<file path="config.mk">
export PLATFORM = sky130hd
export DESIGN_NAME = read_reorder_buffer
export DESIGN_NICKNAME = d
export VERILOG_FILES = /design/src/rtl/read_reorder_buffer.sv
export SDC_FILE = /design/constraint.sdc
export NUM_CORES = 1
export LEC_CHECK = 0
export ABC_AREA = 1
export CAP_MARGIN = 40
export CORE_AREA = 5 5 147 114
export CTS_CLUSTER_DIAMETER = 50
export CTS_CLUSTER_SIZE = 16
export DETAILED_ROUTE_END_ITERATION = 8
export DIE_AREA = 0 0 152 119
export GPL_ROUTABILITY_DRIVEN = 0
export PLACE_DENSITY = 0.85
export SLEW_MARGIN = 20
export SYNTH_ARGS = -nofsm -noshare
export SYNTH_HDL_FRONTEND = slang
export SYNTH_SLANG_ARGS = --single-unit
</file>
<file path="constraint.sdc">
create_clock -name clk -period 10.29 [get_ports clk]
set_input_delay 2.058 -clock clk [delete_from_list [all_inputs] [get_ports clk]]
set_output_delay 2.058 -clock clk [all_outputs]
set_load 0.01 [all_outputs]
</file>
<file path="src/rtl/read_reorder_buffer.sv">
// Read reorder buffer: forwards AR requests, captures R beats in any inter-ID order
// and returns them upstream strictly in AR issue order through a circular tracker.
module read_reorder_buffer #(
   parameter int DATA_WIDTH = 8,
   parameter int ID_WIDTH   = 4,
   parameter int DEPTH      = 8
) (
   input  logic                         clk,
   input  logic                         rst,
   input  logic [ID_WIDTH-1:0]          s_arid_i,
   input  logic                         s_arvalid_i,
   output logic                         s_arready_o,
   output logic [DATA_WIDTH-1:0]        s_rdata_o,
   output logic [ID_WIDTH-1:0]          s_rid_o,
   output logic [1:0]                   s_rresp_o,
   output logic                         s_rvalid_o,
   input  logic                         s_rready_i,
   output logic [ID_WIDTH-1:0]          m_arid_o,
   output logic                         m_arvalid_o,
   input  logic                         m_arready_i,
   input  logic [DATA_WIDTH-1:0]        m_rdata_i,
   input  logic [ID_WIDTH-1:0]          m_rid_i,
   input  logic [1:0]                   m_rresp_i,
   input  logic                         m_rvalid_i,
   output logic                         m_rready_o,
   output logic [$clog2(DEPTH+1)-1:0]   occupancy_o,
   output logic                         err_unexpected_o
);
   localparam int PW = $clog2(DEPTH);
   localparam int CW = $clog2(DEPTH+1);
   localparam logic [CW-1:0] DEPTH_C = CW'(DEPTH);

   logic [DEPTH-1:0]      alloc_q, alloc_d, filled_q, filled_d;
   logic [ID_WIDTH-1:0]   id_q   [DEPTH];
   logic [ID_WIDTH-1:0]   id_d   [DEPTH];
   logic [DATA_WIDTH-1:0] data_q [DEPTH];
   logic [DATA_WIDTH-1:0] data_d [DEPTH];
   logic [1:0]            resp_q [DEPTH];
   logic [1:0]            resp_d [DEPTH];
   logic [PW-1:0]         head_q, head_d, tail_q, tail_d;
   logic [CW-1:0]         count_q, count_d;
   logic                  err_q, err_d;

   logic          full, do_alloc, do_pop, do_capture, head_filled, hit;
   logic [PW-1:0] hit_idx, scan_idx;

   assign full        = (count_q == DEPTH_C);
   assign s_arready_o = m_arready_i & ~full & ~rst;
   assign m_arvalid_o = s_arvalid_i & ~full & ~rst;
   assign m_arid_o    = s_arid_i;
   assign m_rready_o  = ~rst;
   assign do_alloc    = s_arvalid_i & s_arready_o;

   // Payload is gated so the outputs read zero whenever the head is not valid.
   assign head_filled = (count_q != '0) & filled_q[head_q];
   assign do_pop      = head_filled & s_rready_i;
   assign s_rvalid_o  = head_filled;
   assign s_rdata_o   = head_filled ? data_q[head_q] : '0;
   assign s_rid_o     = head_filled ? id_q[head_q]   : '0;
   assign s_rresp_o   = head_filled ? resp_q[head_q] : '0;
   assign occupancy_o = count_q;
   assign err_unexpected_o = err_q;

   // Age-ordered scan from head: the first hit is the oldest pending entry for this ID.
   always_comb begin
      hit      = 1'b0;
      hit_idx  = '0;
      scan_idx = '0;
      for (int i = 0; i < DEPTH; i++) begin
         scan_idx = head_q + PW'(i);
         if (!hit && alloc_q[scan_idx] && !filled_q[scan_idx] && (id_q[scan_idx] == m_rid_i)) begin
            hit     = 1'b1;
            hit_idx = scan_idx;
         end
      end
   end

   assign do_capture = m_rvalid_i & m_rready_o & hit;
   assign err_d      = m_rvalid_i & m_rready_o & ~hit;

   // Pop, allocate and capture always touch distinct entries, so their order here is free.
   always_comb begin
      alloc_d  = alloc_q;
      filled_d = filled_q;
      id_d     = id_q;
      data_d   = data_q;
      resp_d   = resp_q;
      head_d   = head_q;
      tail_d   = tail_q;
      if (do_pop) begin
         alloc_d[head_q]  = 1'b0;
         filled_d[head_q] = 1'b0;
         head_d           = head_q + PW'(1);
      end
      if (do_alloc) begin
         alloc_d[tail_q]  = 1'b1;
         filled_d[tail_q] = 1'b0;
         id_d[tail_q]     = s_arid_i;
         tail_d           = tail_q + PW'(1);
      end
      if (do_capture) begin
         filled_d[hit_idx] = 1'b1;
         data_d[hit_idx]   = m_rdata_i;
         resp_d[hit_idx]   = m_rresp_i;
      end
      unique case ({do_alloc, do_pop})
         2'b10:   count_d = count_q + CW'(1);
         2'b01:   count_d = count_q - CW'(1);
         default: count_d = count_q;
      endcase
   end

   always_ff @(posedge clk or posedge rst) begin
      if (rst) begin
         head_q   <= '0;
         tail_q   <= '0;
         count_q  <= '0;
         alloc_q  <= '0;
         filled_q <= '0;
         err_q    <= 1'b0;
      end else begin
         head_q   <= head_d;
         tail_q   <= tail_d;
         count_q  <= count_d;
         alloc_q  <= alloc_d;
         filled_q <= filled_d;
         err_q    <= err_d;
      end
   end

   // NOTE: payload storage is deliberately not reset; alloc/filled qualify every read.
   always_ff @(posedge clk) begin
      id_q   <= id_d;
      data_q <= data_d;
      resp_q <= resp_d;
   end
endmodule

</file>
==> run metrics <==
Clock Power Share=0.480; Least-Margin Pin Slew=around 0.90 ns; post-cts repair resize count=0; vias post-DR=7491; Core ar.=~15000 sq um; Post-Route WL=around 22000 um; htree depth=4; DP Area=between 8000 and 9000 sq um; area delta synth->final=12.9%; Required @ worst endpoint=roughly 8.2 ns; unrepaired setup endpoints after global routing=false; CTS tree=done; cell count after synthesis=slightly above 1000; Hold Crit Class=flip-flop to flip-flop; Post-Synthesis Cell Area=a little over 8000 sq um; Max VDD drop=around 110 uV; drt drc=0; Worst Hold Slack=0.481 ns; syn avg cell area=~8.2 sq um; Placed Cells=1211; min Tclk post-route=~5.8 ns; detailed placement HPWL=15400 um; largest net degree at the start of global routing=89; Avg WL per Cell=between 15 and 20 um; I/O Pins=~50; Die Area=18100 sq um; Finished Layout Cells=1245; Comb pwr share=0.026; Power Density=between 100 and 150 nW/um^2; Seq/Total Area, Yosys=0.487; fin. max-slew vios=0; final net count=about 1100; Worst Path Arrival=around 3.8 ns; Max stage delay cell, worst path=clkdlybuf4s50_1; ratio of cells with drive above 1 in the final layout=0.0692; Max transition margin=0.398; CTS Root Cell=clkbuf_16; leakage=approximately 4 nW; Sw Share=0.218; Hold-fix buffers, CTS=0; setup bufs post-CTS=0; Num CTS Buffers=17; vias in the first global route=between 6000 and 7000; Longest Clk Path Bufs=2; outcome=complete, no violations; setup TNS=0 ns; Vias/cell=about 6.0; die outline height=between 100 and 150 um; kind of critical path=input pin to primary output; drt pass-1 iters=6; P_int=roughly 0.96 mW; First DRT Iteration DRCs=approximately 1300; Crit. End Element=primary output; Max Clock Skew=0.0100 ns; port buffer count=50; NetSw=about 0.27 mW; Reg power frac=0.494; Synth Warn #=0; maxcap violations=0; crit-path cells=clkdlybuf4s50_1 > inv_1 > buf_4 > clkdlybuf4s50_1; final setup margin=4.45 ns; Async S/R FF share, synth=0.194; initial antenna violation count=0; number of synthesized register bits=139; f_max=~170 MHz; first-pass GRT wire length=35000 um; grt ovf=0; Core Util, Final=0.623; Critical Path Most Common Cell=clkdlybuf4s50_1; GRT Overall Usage=0.242; Starting Density=0.552; Post-synth EDFFs=between 100 and 150; Main synth FF type=edfxtp_1; row count=39; Final Cycle Share=0.567; ANT cells=0; setup violators final=0; startpoint types=input pin; Clock transition at path regs=0.06 ns; Post-Layout Inst Area=about 9400 sq um; worst-skew pair later-pin latency=about 0.42 ns; Distinct cells, synth=44; net count after synthesis=about 1000; Die Width=roughly 150 um; CTS sink cnt=roughly 140; Power Total=roughly 1.2 mW; final hold vios=0; max incr delay on CP=between 0.6 and 0.7 ns; Placement Setup Slack=about 4.5 ns; Final ANT Viol Nets=0; worst-path fanout max=28
area by class of cell:
type / instances / area, sq um
fill: 1221 / 5670
sequential: 139 / 4040
multi-input combinational: 740 / 3630
clock buffer: 17 / 425
clock inverter: 15 / 153
inverter: 72 / 278
timing repair buffer: 57 / 581
tap: 205 / 256
cells in the mapped netlist (3+ instances only):
cell type | instances | share of area
nand2_1 | 310 | 0.14
nand3_1 | 204 | 0.12
edfxtp_1 | 112 | 0.41
inv_1 | 64 | 0.029
nor2_1 | 61 | 0.028
a21oi_1 | 41 | 0.025
dfrtp_1 | 27 | 0.081
clkbuf_1 | 17 | 0.0077
o21ai_0 | 14 | 0.0085
buf_2 | 12 | 0.0072
buf_4 | 12 | 0.011
a211oi_1 | 11 | 0.010
a22oi_1 | 10 | 0.0091
a32o_1 | 10 | 0.012
buf_6 | 10 | 0.014
ha_1 | 10 | 0.015
xor2_1 | 10 | 0.011
o21ai_1 | 8 | 0.0048
o211ai_1 | 7 | 0.0063
nand2_2 | 6 | 0.0045
nand4_1 | 6 | 0.0045
buf_1 | 5 | 0.0023
inv_2 | 5 | 0.0023
nor2_2 | 5 | 0.0038
nand3_2 | 4 | 0.0048
nor3_1 | 4 | 0.0024
and2_1 | 3 | 0.0023
nor2_4 | 3 | 0.0041
state kept, by name, summed over array words and instances (netlist names):
name,cells
alloc_q,8
data_q,64
err_unexpected_o,1
filled_q,8
head_q,3
id_q,32
occupancy_o,4
resp_q,16
tail_q,3
critical path, delay by kind of cell:
family	cells	cell delay, ns
buffers and inverters	4	1.72
cell families after synthesis:
kind of cell,after synthesis,share of synthesized area
xor gates and xnor gates,12,0.0136
buffers and inverters,128,0.0751
and+or+nand+nor,610,0.324
DFF,139,0.487
adders and majority gates,11,0.0175
AOI/OAI and AO/OA,107,0.0822
final timing paths:
path                       slack, ns    endpoint  depth (start not counted)        from
min in group asynchronous       2.33   tail_q[1]                          3         rst
hold / removal                  0.48  alloc_q[0]                          2  alloc_q[0]
setup / recovery                4.45  m_rready_o                          4         rst
hold reg to reg                 0.48  alloc_q[0]                          2  alloc_q[0]
max in group asynchronous       7.67   head_q[0]                          3         rst
setup reg to reg                4.88  data_q[23]                         17   head_q[1]
cells in the final DEF (no fill, tap or decap), types with 2 or more instances in the layout:
| cell | Yosys | layout |
|---|---|---|
| a211oi_1 | 11 | 11 |
| clkdlybuf4s50_1 | 0 | 50 |
| nand2_2 | 6 | 6 |
| buf_4 | 12 | 5 |
| nand4_1 | 6 | 6 |
| o211ai_1 | 7 | 7 |
| dfrtp_1 | 27 | 26 |
| o21ai_0 | 14 | 14 |
| inv_2 | 5 | 5 |
| nand3_1 | 204 | 204 |
| and2_1 | 3 | 3 |
| clkinv_4 | 0 | 3 |
| nand3_2 | 4 | 4 |
| edfxtp_1 | 112 | 112 |
| nor2_2 | 5 | 5 |
| a21oi_1 | 41 | 41 |
| xor2_1 | 10 | 10 |
| clkbuf_16 | 0 | 17 |
| a32o_1 | 10 | 10 |
| ha_1 | 10 | 10 |
| nor2_1 | 61 | 61 |
| inv_6 | 1 | 9 |
| clkinvlp_4 | 0 | 2 |
| inv_1 | 64 | 64 |
| a22oi_1 | 10 | 10 |
| nor2_4 | 3 | 3 |
| o21ai_1 | 8 | 8 |
| nand2_1 | 310 | 310 |
| nor3_1 | 4 | 4 |
layer usage:
| metal | up-vias | track usage | wire (um) |
|---|---|---|---|
| li1 | 3475 | - | - |
| met1 | 3477 | 0.362 | 9700 |
| met2 | 490 | 0.345 | 9630 |
| met3 | 49 | 0.0685 | 2700 |
| met4 | 0 | 0.0679 | 435 |
| met5 | - | 0 | 0 |
power by group through the flow:
stage                     Clock (mW)  Combinational [mW]  Sequential, mW
after floorplan                    0              0.0121           0.620
after global placement             0              0.0309           0.620
after detailed placement           0              0.0313           0.620
after CTS                      0.599              0.0316           0.608
after global routing           0.620              0.0347           0.608
final                          0.591              0.0319           0.608
Power figures use the tool's default switching activity.
